===== src/rtl/rf_debug_ctl_if.sv =====
// Debug bridge bundle: halt control, request channel, response channel and
// the sticky error flag. The bridge is the master; the halt controller is the slave.
interface rf_debug_ctl_if;
  logic        dbg_halt_req;
  logic        dbg_halted;
  logic        dbg_req_valid;
  logic        dbg_req_ready;
  logic        dbg_req_we;
  logic [4:0]  dbg_req_addr;
  logic [31:0] dbg_req_wdata;
  logic        dbg_rsp_valid;
  logic        dbg_rsp_ready;
  logic [31:0] dbg_rsp_rdata;
  logic        dbg_err;

  modport master (
    output dbg_halt_req, dbg_req_valid, dbg_req_we, dbg_req_addr, dbg_req_wdata,
           dbg_rsp_ready,
    input  dbg_halted, dbg_req_ready, dbg_rsp_valid, dbg_rsp_rdata, dbg_err
  );

  modport slave (
    input  dbg_halt_req, dbg_req_valid, dbg_req_we, dbg_req_addr, dbg_req_wdata,
           dbg_rsp_ready,
    output dbg_halted, dbg_req_ready, dbg_rsp_valid, dbg_rsp_rdata, dbg_err
  );
endinterface


===== src/rtl/rf_debug_ctl.sv =====
// Debug halt controller and regfile port arbiter for the decode stage.
// Drains the pipeline with bubbles on a halt request, then lets the debug
// bridge read/write the regfile one request at a time.
//
//   state    | meaning
//   ---------+---------------------------------------------------------
//   S_RUN    | core running, regfile ports pass WB / decode through
//   S_DRAIN  | bubbles injected while EX/MEM/WB empty out
//   S_HALTED | core frozen, debug owns regfile ports, request accepted
//   S_RSP    | response presented, held until the bridge takes it
module rf_debug_ctl #(
  parameter int unsigned DRAIN_CYCLES = 4
) (
  input  logic        clk_i,
  input  logic        rst_i,
  rf_debug_ctl_if.slave dbg,
  output logic        stall_f_o,
  output logic        stall_d_o,
  output logic        flush_e_o,
  input  logic        wb_we3_i,
  input  logic [4:0]  wb_a3_i,
  input  logic [31:0] wb_wd3_i,
  input  logic [4:0]  id_a1_i,
  output logic        rf_we3_o,
  output logic [4:0]  rf_a3_o,
  output logic [31:0] rf_wd3_o,
  output logic [4:0]  rf_a1_o,
  input  logic [31:0] rf_rd1_i
);

  localparam int CW = (DRAIN_CYCLES > 1) ? $clog2(DRAIN_CYCLES) : 1;
  localparam logic [CW-1:0] CNT_LOAD = CW'(DRAIN_CYCLES - 1);

  typedef enum logic [1:0] {S_RUN, S_DRAIN, S_HALTED, S_RSP} state_e;

  state_e      state_q, state_d;
  logic [CW-1:0] cnt_q, cnt_d;
  logic [31:0] rdata_q, rdata_d;
  logic        err_q, err_d;
  logic        halted, req_ready, rsp_valid, stall;

  // State, drain counter, response data and sticky error registers.
  always_ff @(posedge clk_i or posedge rst_i) begin
    if (rst_i) begin
      state_q <= S_RUN;
      cnt_q   <= '0;
      rdata_q <= '0;
      err_q   <= 1'b0;
    end else begin
      state_q <= state_d;
      cnt_q   <= cnt_d;
      rdata_q <= rdata_d;
      err_q   <= err_d;
    end
  end

  // Next-state logic and port ownership per state.
  always_comb begin
    state_d   = state_q;
    cnt_d     = cnt_q;
    rdata_d   = rdata_q;
    err_d     = err_q;
    halted    = 1'b0;
    req_ready = 1'b0;
    rsp_valid = 1'b0;
    stall     = 1'b0;
    rf_we3_o  = wb_we3_i;
    rf_a3_o   = wb_a3_i;
    rf_wd3_o  = wb_wd3_i;
    rf_a1_o   = id_a1_i;

    case (state_q)
      S_RUN: begin
        if (dbg.dbg_halt_req) begin
          state_d = S_DRAIN;
          cnt_d   = CNT_LOAD;
          err_d   = 1'b0;
        end
      end

      // Drain runs to completion even if the halt request drops.
      S_DRAIN: begin
        stall = 1'b1;
        if (cnt_q == '0) state_d = S_HALTED;
        else             cnt_d   = cnt_q - CW'(1);
      end

      S_HALTED: begin
        halted    = 1'b1;
        stall     = 1'b1;
        req_ready = 1'b1;
        rf_a1_o   = dbg.dbg_req_addr;
        rf_we3_o  = dbg.dbg_req_valid & dbg.dbg_req_we & (dbg.dbg_req_addr != 5'd0);
        rf_a3_o   = dbg.dbg_req_addr;
        rf_wd3_o  = dbg.dbg_req_wdata;
        if (wb_we3_i) err_d = 1'b1;
        // A pending request is served before honouring a resume.
        if (dbg.dbg_req_valid) begin
          rdata_d = dbg.dbg_req_we ? 32'd0 : rf_rd1_i;
          state_d = S_RSP;
        end else if (!dbg.dbg_halt_req) begin
          state_d = S_RUN;
        end
      end

      S_RSP: begin
        halted    = 1'b1;
        stall     = 1'b1;
        rsp_valid = 1'b1;
        rf_we3_o  = 1'b0;
        rf_a3_o   = 5'd0;
        rf_wd3_o  = 32'd0;
        rf_a1_o   = dbg.dbg_req_addr;
        if (wb_we3_i) err_d = 1'b1;
        if (dbg.dbg_rsp_ready) state_d = S_HALTED;
      end

      default: state_d = S_RUN;
    endcase
  end

  assign stall_f_o         = stall;
  assign stall_d_o         = stall;
  assign flush_e_o         = stall;
  assign dbg.dbg_halted    = halted;
  assign dbg.dbg_req_ready = req_ready;
  assign dbg.dbg_rsp_valid = rsp_valid;
  assign dbg.dbg_rsp_rdata = rdata_q;
  assign dbg.dbg_err       = err_q;

endmodule

===== src/flat_wrapper.sv =====
// flat-port wrapper written by rule: the top's interface ports become plain ports
module rf_debug_ctl_flat 
#(
  parameter int unsigned DRAIN_CYCLES = 4
)
  (clk_i, rst_i, stall_f_o, stall_d_o, flush_e_o, wb_we3_i, wb_a3_i, wb_wd3_i, id_a1_i, rf_we3_o, rf_a3_o, rf_wd3_o, rf_a1_o, rf_rd1_i, dbg_dbg_halt_req, dbg_dbg_req_valid, dbg_dbg_req_we, dbg_dbg_req_addr, dbg_dbg_req_wdata, dbg_dbg_rsp_ready, dbg_dbg_halted, dbg_dbg_req_ready, dbg_dbg_rsp_valid, dbg_dbg_rsp_rdata, dbg_dbg_err);
  rf_debug_ctl_if dbg_i ();
  input  logic clk_i;
  input  logic rst_i;
  output logic stall_f_o;
  output logic stall_d_o;
  output logic flush_e_o;
  input  logic wb_we3_i;
  input  logic [4:0] wb_a3_i;
  input  logic [31:0] wb_wd3_i;
  input  logic [4:0] id_a1_i;
  output logic rf_we3_o;
  output logic [4:0] rf_a3_o;
  output logic [31:0] rf_wd3_o;
  output logic [4:0] rf_a1_o;
  input  logic [31:0] rf_rd1_i;
  input wire logic [$bits(dbg_i.dbg_halt_req)-1:0] dbg_dbg_halt_req;
  input wire logic [$bits(dbg_i.dbg_req_valid)-1:0] dbg_dbg_req_valid;
  input wire logic [$bits(dbg_i.dbg_req_we)-1:0] dbg_dbg_req_we;
  input wire logic [$bits(dbg_i.dbg_req_addr)-1:0] dbg_dbg_req_addr;
  input wire logic [$bits(dbg_i.dbg_req_wdata)-1:0] dbg_dbg_req_wdata;
  input wire logic [$bits(dbg_i.dbg_rsp_ready)-1:0] dbg_dbg_rsp_ready;
  output wire logic [$bits(dbg_i.dbg_halted)-1:0] dbg_dbg_halted;
  output wire logic [$bits(dbg_i.dbg_req_ready)-1:0] dbg_dbg_req_ready;
  output wire logic [$bits(dbg_i.dbg_rsp_valid)-1:0] dbg_dbg_rsp_valid;
  output wire logic [$bits(dbg_i.dbg_rsp_rdata)-1:0] dbg_dbg_rsp_rdata;
  output wire logic [$bits(dbg_i.dbg_err)-1:0] dbg_dbg_err;
  assign dbg_i.dbg_halt_req = dbg_dbg_halt_req;
  assign dbg_i.dbg_req_valid = dbg_dbg_req_valid;
  assign dbg_i.dbg_req_we = dbg_dbg_req_we;
  assign dbg_i.dbg_req_addr = dbg_dbg_req_addr;
  assign dbg_i.dbg_req_wdata = dbg_dbg_req_wdata;
  assign dbg_i.dbg_rsp_ready = dbg_dbg_rsp_ready;
  assign dbg_dbg_halted = dbg_i.dbg_halted;
  assign dbg_dbg_req_ready = dbg_i.dbg_req_ready;
  assign dbg_dbg_rsp_valid = dbg_i.dbg_rsp_valid;
  assign dbg_dbg_rsp_rdata = dbg_i.dbg_rsp_rdata;
  assign dbg_dbg_err = dbg_i.dbg_err;
  rf_debug_ctl #(.DRAIN_CYCLES(DRAIN_CYCLES)) u_core (.clk_i(clk_i), .rst_i(rst_i), .dbg(dbg_i), .stall_f_o(stall_f_o), .stall_d_o(stall_d_o), .flush_e_o(flush_e_o), .wb_we3_i(wb_we3_i), .wb_a3_i(wb_a3_i), .wb_wd3_i(wb_wd3_i), .id_a1_i(id_a1_i), .rf_we3_o(rf_we3_o), .rf_a3_o(rf_a3_o), .rf_wd3_o(rf_wd3_o), .rf_a1_o(rf_a1_o), .rf_rd1_i(rf_rd1_i));
endmodule

===== config.mk =====
export PLATFORM = sky130hd
export DESIGN_NAME = rf_debug_ctl_flat
export DESIGN_NICKNAME = d
export VERILOG_FILES = /design/src/rtl/rf_debug_ctl_if.sv /design/src/rtl/rf_debug_ctl.sv /design/src/flat_wrapper.sv
export SDC_FILE = /design/constraint.sdc
export NUM_CORES = 1
export LEC_CHECK = 0
export CAP_MARGIN = 15
export CORE_ASPECT_RATIO = 0.7
export CORE_UTILIZATION = 35
export DETAILED_ROUTE_END_ITERATION = 10
export HOLD_SLACK_MARGIN = 0.15
export PLACE_DENSITY = 0.88
export SLEW_MARGIN = 5
export SYNTH_ARGS = -nofsm -noshare
export SYNTH_HDL_FRONTEND = slang
export SYNTH_SLANG_ARGS = --single-unit

===== constraint.sdc =====
create_clock -name clk_i -period 2.75 [get_ports clk_i]
set_clock_uncertainty 0.15 [all_clocks]
set_input_delay 0.4125 -clock clk_i [delete_from_list [all_inputs] [get_ports clk_i]]
set_output_delay 0.4125 -clock clk_i [all_outputs]
set_load 0.01 [all_outputs]

======== After elaboration in Yosys (flattened, before gate mapping) ========
Index checks and enable logic that the tools add are counted.
operators by class
  $add $sub $neg .......................... 1
  eq/ne operators ......................... 9
  mux-type cells .......................... 21
  bitwise gates (word level) .............. 2
  reductions and logical operators ........ 11
operators by type and width
  kind                                                                number
  32-bit case mux with 2 select lines                                 1
  32-bit 2-to-1 mux                                                   1
  2-bit 2-to-1 mux                                                    7
  5-bit case mux with 2 select lines                                  1
  2-bit case mux with 4 select lines                                  1
  1-bit 2-to-1 mux                                                    6
  2-bit != test, second input constant                                3
  3-bit AND reduction                                                 2
  5-bit 2-to-1 mux                                                    1
  5-bit nonzero test                                                  1
  2-bit == test, second input constant                                2
  2-bit zero test                                                     2
  2-bit by 1-bit != test with 1-bit output, second input constant     2
  1-bit case mux with 2 select lines                                  2
  2-bit case mux with 2 select lines                                  1
  4-bit AND reduction                                                 1
  2-bit nonzero test                                                  2
  3-bit != test, second input constant                                1
  3-bit OR reduction                                                  1
  1-bit bitwise AND                                                   2
  2-bit by 1-bit == test with 1-bit output, second input constant     1
  2-bit AND reduction                                                 1
  2-bit OR reduction                                                  1
  2-bit by 1-bit subtractor with 2-bit output, second input constant  1
word-level totals
  register bits after elaboration ......... 37
  input port bits ......................... 118
  output and inout port bits .............. 82
  logic and storage cells ................. 48

======== Depth between registers and ports, before layout ========
Gate-level depths: netlist of run 1.
  word-level depth ........................ 4
  depth in mapped cells ................... 6
  gate-level depth less buffers ........... 5

======== Worst setup path after synthesis of run 1 ========
No wires, ideal clock.
  kind .................................... reg-to-output
  start point ............................. register u_core.state_q[1]
  end point ............................... output port stall_d_o
  arrival time ............................ 1.140 ns
  data required time ...................... 2.188 ns
  setup slack ............................. 1.048 ns
  cell stages (with the launch flop) ...... 5
  buffers on the path ..................... 3
  cells stage by stage .................... dfrtp_1 -> buf_6 -> buf_2 -> or2_2 -> buf_4
between the ends
  longest elaborated chain between the ends .. 3
  elaborated cells between the ends (all ways) .. 5
  those cells by class .................... eq/ne: 3; mux: 1; reduce/logical: 1
RTL lines
  element                                                                           line                RTL
  start: declaration                                                                rf_debug_ctl.sv:36  state_e state_q, state_d;
  start signal: assignment                                                          rf_debug_ctl.sv:50  state_q <= state_d;
  2-bit by 1-bit == test with 1-bit output / 2-bit == test (equally long branches)  rf_debug_ctl.sv:72  case (state_q)
  3-bit OR reduction (no source line) *                                             -
  1-bit 2-to-1 mux *                                                                rf_debug_ctl.sv:72
  end: declaration                                                                  flat_wrapper.sv:11  output logic stall_d_o;
Mark *: on every way between the ends. The rest lies on a longest branch, timed or not.

======== Worst setup path after layout of run 1 ========
  start point ............................. input port dbg_dbg_req_addr[0]
  end point ............................... output port rf_we3_o
between the ends
  longest elaborated chain between the ends .. 3
RTL lines
  element                             line                RTL
  start: declaration                  flat_wrapper.sv:25  input wire logic [$bits(dbg_i.dbg_req_addr)-1:0] dbg_dbg_req_addr;
  5-bit nonzero test                  rf_debug_ctl.sv:93  rf_we3_o = dbg.dbg_req_valid & dbg.dbg_req_we & (dbg.dbg_req_addr != 5'd0);
  1-bit bitwise AND                   rf_debug_ctl.sv:93
  1-bit case mux with 2 select lines  rf_debug_ctl.sv:72
  end: declaration                    flat_wrapper.sv:17  output logic rf_we3_o;
No other way between the ends.

==> metrics.txt, run 1 <==
share of the yosys chip area belonging to registers 0.399; drt total wl 8.10 mm; achievable frequency 0.377 GHz; Critical Path RT 2.19 ns; # Post-CTS Setup Buffers 0; slew margin rel. 0.593; synth warn 0; fillers 507; via/cell ratio 4.60; Die ar. 6970 um^2; initial core utilization 0.368; flops & latches, synth 37; Post-Syn Nets 422; area leader, netlist dfrtp_1; endpoint class of the critical path primary output; PortBufs 199; die height 70.1 um; routed len/inst 14.2 um; Total GRT Usage 0.235; EDFF count, synth 0; Post-synth ARST share 1.00; I/O pin total 200; final hold viol count 0; most frequent CP cell clkdlybuf4s50_1; Core Area 6310 um^2; final setup vio count 0; CTS H-tree depth 2; n_diodes 0; Crit Path Category primary input to primary output; TritonCTS clock tree yes; period utilisation layout 0.965; dpl hpwl 6.59 mm; minimum clock period 2.65 ns; DRC viols 0; outcome finished, final reports clean; total power 3.60 mW; Synth top area share 0.399; row count 24; setup TNS 0 ns; RSZ-0062 raised after global routing no; hold buffer count at CTS 0; Crit path largest cell delay 0.55 ns; Synth Flop Type dfrtp_1; Critical Path, Cell by Cell clkdlybuf4s50_1 -> or4_4 -> nor2_2 -> o22ai_1 -> clkdlybuf4s50_1; Clock Path Buffers 2; largest net degree at the start of global routing 65; Slew Viols, Final 0; Pre-antenna DRT Iters 5; Worst Path Arrival 2.09 ns; first-pass GRT wire length 12.9 mm; DRT iter0 DRCs 52; antenna violation net count after detailed routing 0; Synth Cell Area 2320 um^2; RePlAce Congestion 0.855; Crit Path Max Fanout 3; fraction of layout cells with a size suffix above 1 0.0913; TritonCTS buffer count 5; syn avg cell area 7.66 um^2; slowest cell on the critical path or4_4; area delta synth->final 93.4%; Pwr Density 803 nW/um^2; vias in the first global route 2695; Pleak 1.96 nW; CTS resizes 0; Num Clock Sinks 37; Die Span X 99.3 um; Nets 611; vias post-DR 2628; Mapped Cells 303; max-cap violation count 0; Startpoint Class primary input; Max IR drop VDD 0.000454 V; grt ovf 0; clk_lat worst skew 0.28 ns; Hold WC Path Type primary input to asynchronous set/reset pin; Clock Pin Slew Worst Setup and Hold Paths 0.08 ns; root buf cell clkbuf_8; Synth cell types 30; initial antenna violation count 0; worst-margin pin slew 0.610 ns; ranking of synthesized cells by area dfrtp_1 40%, nand2_1 10%, o21ai_0 9.3%
[layout make-up]
cell class / count / area (um^2) / share of cell area
clock buffer: 5 / 68.8 / 0.0153
sequential: 37 / 926 / 0.206
timing repair buffer: 205 / 2060 / 0.459
clock inverter: 3 / 68.8 / 0.0153
inverter: 42 / 158 / 0.0351
tap: 78 / 97.6 / 0.0217
multi-input combinational: 201 / 1110 / 0.247
[stage by stage]
stage	cells	utilization	setup WS, ns	hold WS [ns]	area [um^2]
4_1_cts	571	0.712	0.103	0.313	4490
5_1_grt	571	0.712	0.0428	0.327	4490
2_1_floorplan	303	-	1.05	0.355	2320
3_5_place_dp	563	0.690	0.104	0.323	4350
6_report	571	0.712	0.0962	0.303	4490
3_3_place_gp	563	0.690	0.127	0.314	4350
[cells in the mapped netlist (2+ instances only)]
cell type  instances
nand2b_1          32
buf_2              8
buf_6              3
nand2_2           10
o21ai_1           18
buf_4              2
clkbuf_2           3
o21ai_2           10
nand2_1           62
a2bb2oi_1          2
o21ai_0           43
dfrtp_1           37
inv_1             42
clkbuf_1           7
nor2_1             4
mux2_2             6
[power by group]
| part | switching, mW | internal, mW |
|---|---|---|
| logic | 0.972 | 1.22 |
| registers | 0.106 | 0.738 |
| clock network | 0.200 | 0.365 |
| total | 1.28 | 2.33 |
[final timing paths]
check | depth (start not counted) | from | slack, ns | end
setup / recovery | 5 | dbg_dbg_req_addr[0] | 0.1 | rf_we3_o
hold / removal | 3 | rst_i | 0.30 | u_core.dbg.dbg_rsp_rdata[12]
setup reg to reg | 4 | u_core.state_q[1] | 0.96 | u_core.dbg.dbg_rsp_rdata[27]
hold reg to reg | 2 | u_core.dbg.dbg_rsp_rdata[6] | 0.34 | u_core.dbg.dbg_rsp_rdata[6]
max in group asynchronous | 3 | rst_i | 1.92 | u_core.dbg.dbg_rsp_rdata[30]
min in group clk_i | 2 | u_core.dbg.dbg_rsp_rdata[6] | 0.34 | u_core.dbg.dbg_rsp_rdata[6]
[cell usage in the layout (no fill, tap or decap), types with 2 or more instances in the layout]
master | synthesis | routed
clkdlybuf4s50_1 | 0 | 199
nand2_1 | 62 | 62
o21ai_0 | 43 | 43
inv_1 | 42 | 42
dfrtp_1 | 37 | 37
nand2b_1 | 32 | 32
o21ai_1 | 18 | 18
nand2_2 | 10 | 10
o21ai_2 | 10 | 10
mux2_2 | 6 | 6
clkbuf_8 | 0 | 5
nor2_1 | 4 | 4
buf_4 | 2 | 4
a2bb2oi_1 | 2 | 2
bufinv_16 | 0 | 2
buf_12 | 0 | 2
[sequential cells by signal, summed over array words and instances, names as in the netlist]
register and flops:
u_core.cnt_q 2, u_core.dbg.dbg_rsp_rdata 32, u_core.state_q 2, u_core.dbg.dbg_err 1
[worst max-delay path: cells and delay by family]
| family | cells | cell delay, ns |
|---|---|---|
| buffers and inverters | 2 | 0.96 |
| AND/OR/NAND/NOR | 2 | 0.65 |
| AO/OA/AOI/OAI | 1 | 0.07 |
[per-layer routing]
layer / GRT usage / up-vias / share of wire
li1: - / 1320 / -
met1: 0.263 / 1214 / 0.40
met2: 0.440 / 84 / 0.53
met3: 0.0611 / 10 / 0.058
met4: 0.0588 / 0 / 0.012
met5: 0 / - / 0
[cells by family after synthesis]
kind of cell,count (synthesis),synth area share
AO/OA/AOI/OAI,78,0.192
adder cells (fa/ha/maj),1,0.00539
buffers and inverters,65,0.124
flip-flops,37,0.399
multiplexers,6,0.0291
AND/OR/NAND/NOR,116,0.250
No activity file was read; power rests on OpenSTA's default activity.
==> run 2, diff against run 1 <==
- CORE_MARGIN: default -> 2
- GPL_ROUTABILITY_DRIVEN: default -> 0
- PLACE_DENSITY: 0.88 -> default
- PLACE_DENSITY_LB_ADDON: default -> 0.3
==> run 2 against run 1 <==
Setup slack about the same. Utilization decreased by 0.34 points. Critical endpoint unchanged. Hold slack better by 0.030 ns. Count of clock-buffer cells in the layout increased by 1. Sequential power is 0.6% lower. Register-to-register slack lost 0.25 ns. Largest power group unchanged. Highest routed layer unchanged. Via count is 0.65% lower. Global-route usage decreased by 1.9 points. Sequential share of layout area up 0.098 points.
==> metrics.txt, run 2 (same netlist as run 1, synthesis figures left out) <==
CTS resizes 0 (unchanged); worst-margin pin slew 0.611 ns (was 0.610 ns); TritonCTS clock tree yes (unchanged); root buf cell clkbuf_8 (unchanged); PortBufs 199 (unchanged); hold_sp u_core.dbg.dbg_rsp_rdata[31]; most frequent cells in the layout 199 x clkdlybuf4s50_1, 62 x nand2_1, 43 x o21ai_0, 42 x inv_1, 37 x dfrtp_1 (unchanged); total power 3.45 mW (was 3.60 mW); Worst Setup SP dbg_dbg_req_addr[0] (unchanged); Pleak 1.96 nW (about the same); area delta synth->final 92.5% (was 93.4%); final setup vio count 0 (unchanged); minimum clock period 2.65 ns (about the same); grt ovf 0 (unchanged); Clock Path Buffers 2 (unchanged); RSZ-0062 raised after global routing no (unchanged); routed len/inst 13.9 um (was 14.2 um); Slew Viols, Final 0 (unchanged); Pwr Density 772 nW/um^2 (was 803 nW/um^2); Pre-antenna DRT Iters 5 (unchanged); initial core utilization 0.368 (unchanged); CTS H-tree depth 2 (unchanged); most common cell after layout, fill and taps aside clkdlybuf4s50_1 (unchanged); Num Clock Sinks 37 (unchanged); first-pass GRT wire length 12.3 mm (was 12.9 mm); # Post-CTS Setup Buffers 0 (unchanged); I/O pin total 200 (unchanged); via/cell ratio 4.53 (was 4.60); vias post-DR 2611 (was 2628); Die Span X 101 um (was 99.3 um); die height 72.1 um (was 70.1 um); Die ar. 7310 um^2 (was 6970 um^2); Hold Path Depth 2; dpl hpwl 6.33 mm (was 6.59 mm); Hold WC Path Type flip-flop to flip-flop (was primary input to asynchronous set/reset pin); row count 24 (unchanged); final hold viol count 0 (unchanged); Max IR drop VDD 0.000463 V (was 0.000454 V); TritonCTS buffer count 5 (unchanged); number of flip-flops in the largest register 32 (unchanged); hold buffer count at CTS 0 (unchanged); DRC viols 0 (unchanged); Total GRT Usage 0.216 (was 0.235); achievable frequency 0.377 GHz (about the same); Critical Path RT 2.19 ns (about the same); Clock Pin Slew Worst Setup and Hold Paths 0.08 ns (about the same); register area 926 um^2 (unchanged); max-cap violation count 0 (unchanged); Reg2Reg Launch Point u_core.state_q[1] (unchanged); Crit Path Category primary input to primary output (unchanged); setup TNS 0 ns (unchanged); n_diodes 0 (unchanged); post-route cell area 4470 um^2 (was 4490 um^2); DRT iter0 DRCs 88 (was 52); Startpoint Class primary input (unchanged); endpoint class of the critical path primary output (unchanged); drt total wl 8.04 mm (was 8.10 mm); Crit Path Max Fanout 3 (unchanged); vias in the first global route 2564 (was 2695); depth of the most critical reg-to-reg path 4 (unchanged); clk_lat worst skew 0.27 ns (was 0.28 ns); DP Area 4330 um^2 (was 4350 um^2); Core Area 6310 um^2 (unchanged); footprint of the multi-input gates 1110 um^2 (unchanged); Nets 617 (was 611); largest net degree at the start of global routing 65 (unchanged); slew margin rel. 0.593 (about the same); fillers 502 (was 507); initial antenna violation count 0 (unchanged); antenna violation net count after detailed routing 0 (unchanged); outcome finished, final reports clean (unchanged); fraction of layout cells with a size suffix above 1 0.102 (was 0.0913); period utilisation layout 0.965 (about the same); Worst Path Arrival 2.09 ns (about the same)
[run 2: changes by cell type in the layout (fill, tap and decap cells not counted)]
cell	before	now
clkinv_4	0	1
clkinv_2	0	1
buf_4	4	12
buf_12	2	0
inv_6	1	0
clkbuf_8	5	6
bufinv_16	2	0
[run 2: worst paths after layout]
kind / end / slack [ns]
worst max-delay path: rf_we3_o / 0.1
worst min-delay path: u_core.dbg.dbg_rsp_rdata[31] / 0.33
worst max register to register: u_core.dbg.dbg_rsp_rdata[27] / 0.71
worst min register to register: u_core.dbg.dbg_rsp_rdata[31] / 0.33
max in group asynchronous: u_core.state_q[1] / 1.71
min in group asynchronous: u_core.dbg.dbg_rsp_rdata[10] / 0.40
[run 2: stage by stage]
step	std cells	util	hold WS [ns]	setup WS [ns]
after floorplan	303	-	0.355	1.05
after global placement	563	0.686	0.311	0.119
after detailed placement	563	0.686	0.320	0.0870
after CTS	571	0.701	0.339	0.0812
after global routing	577	0.708	0.371	0.0178
final	577	0.708	0.333	0.0964
[run 2: worst max-delay path, stage by stage]
cell and delay (ns):
clkdlybuf4s50_1 0.45, or4_4 0.55, nor2_2 0.09, o22ai_1 0.07, clkdlybuf4s50_1 0.52
[run 2: final cells by class]
cell class                 instances  share of cell area
multi-input combinational        201               0.248
clock inverter                     2             0.00308
clock buffer                       6              0.0185
sequential                        37               0.207
tap                               78              0.0218
inverter                          42              0.0353
timing repair buffer             211               0.466
[run 2: power by group]
group	switching (mW)	internal (mW)	leakage, nW	total [mW]
logic	0.984	1.24	1.44	2.22
clock network	0.189	0.203	0.0512	0.392
registers	0.100	0.737	0.475	0.838
[run 2: routing by layer]
metal,up-vias,part of all wire,GRT usage
li1,1338,-,-
met1,1159,0.41,0.265
met2,96,0.49,0.371
met3,18,0.067,0.0665
met4,0,0.025,0.0571
met5,-,0,0
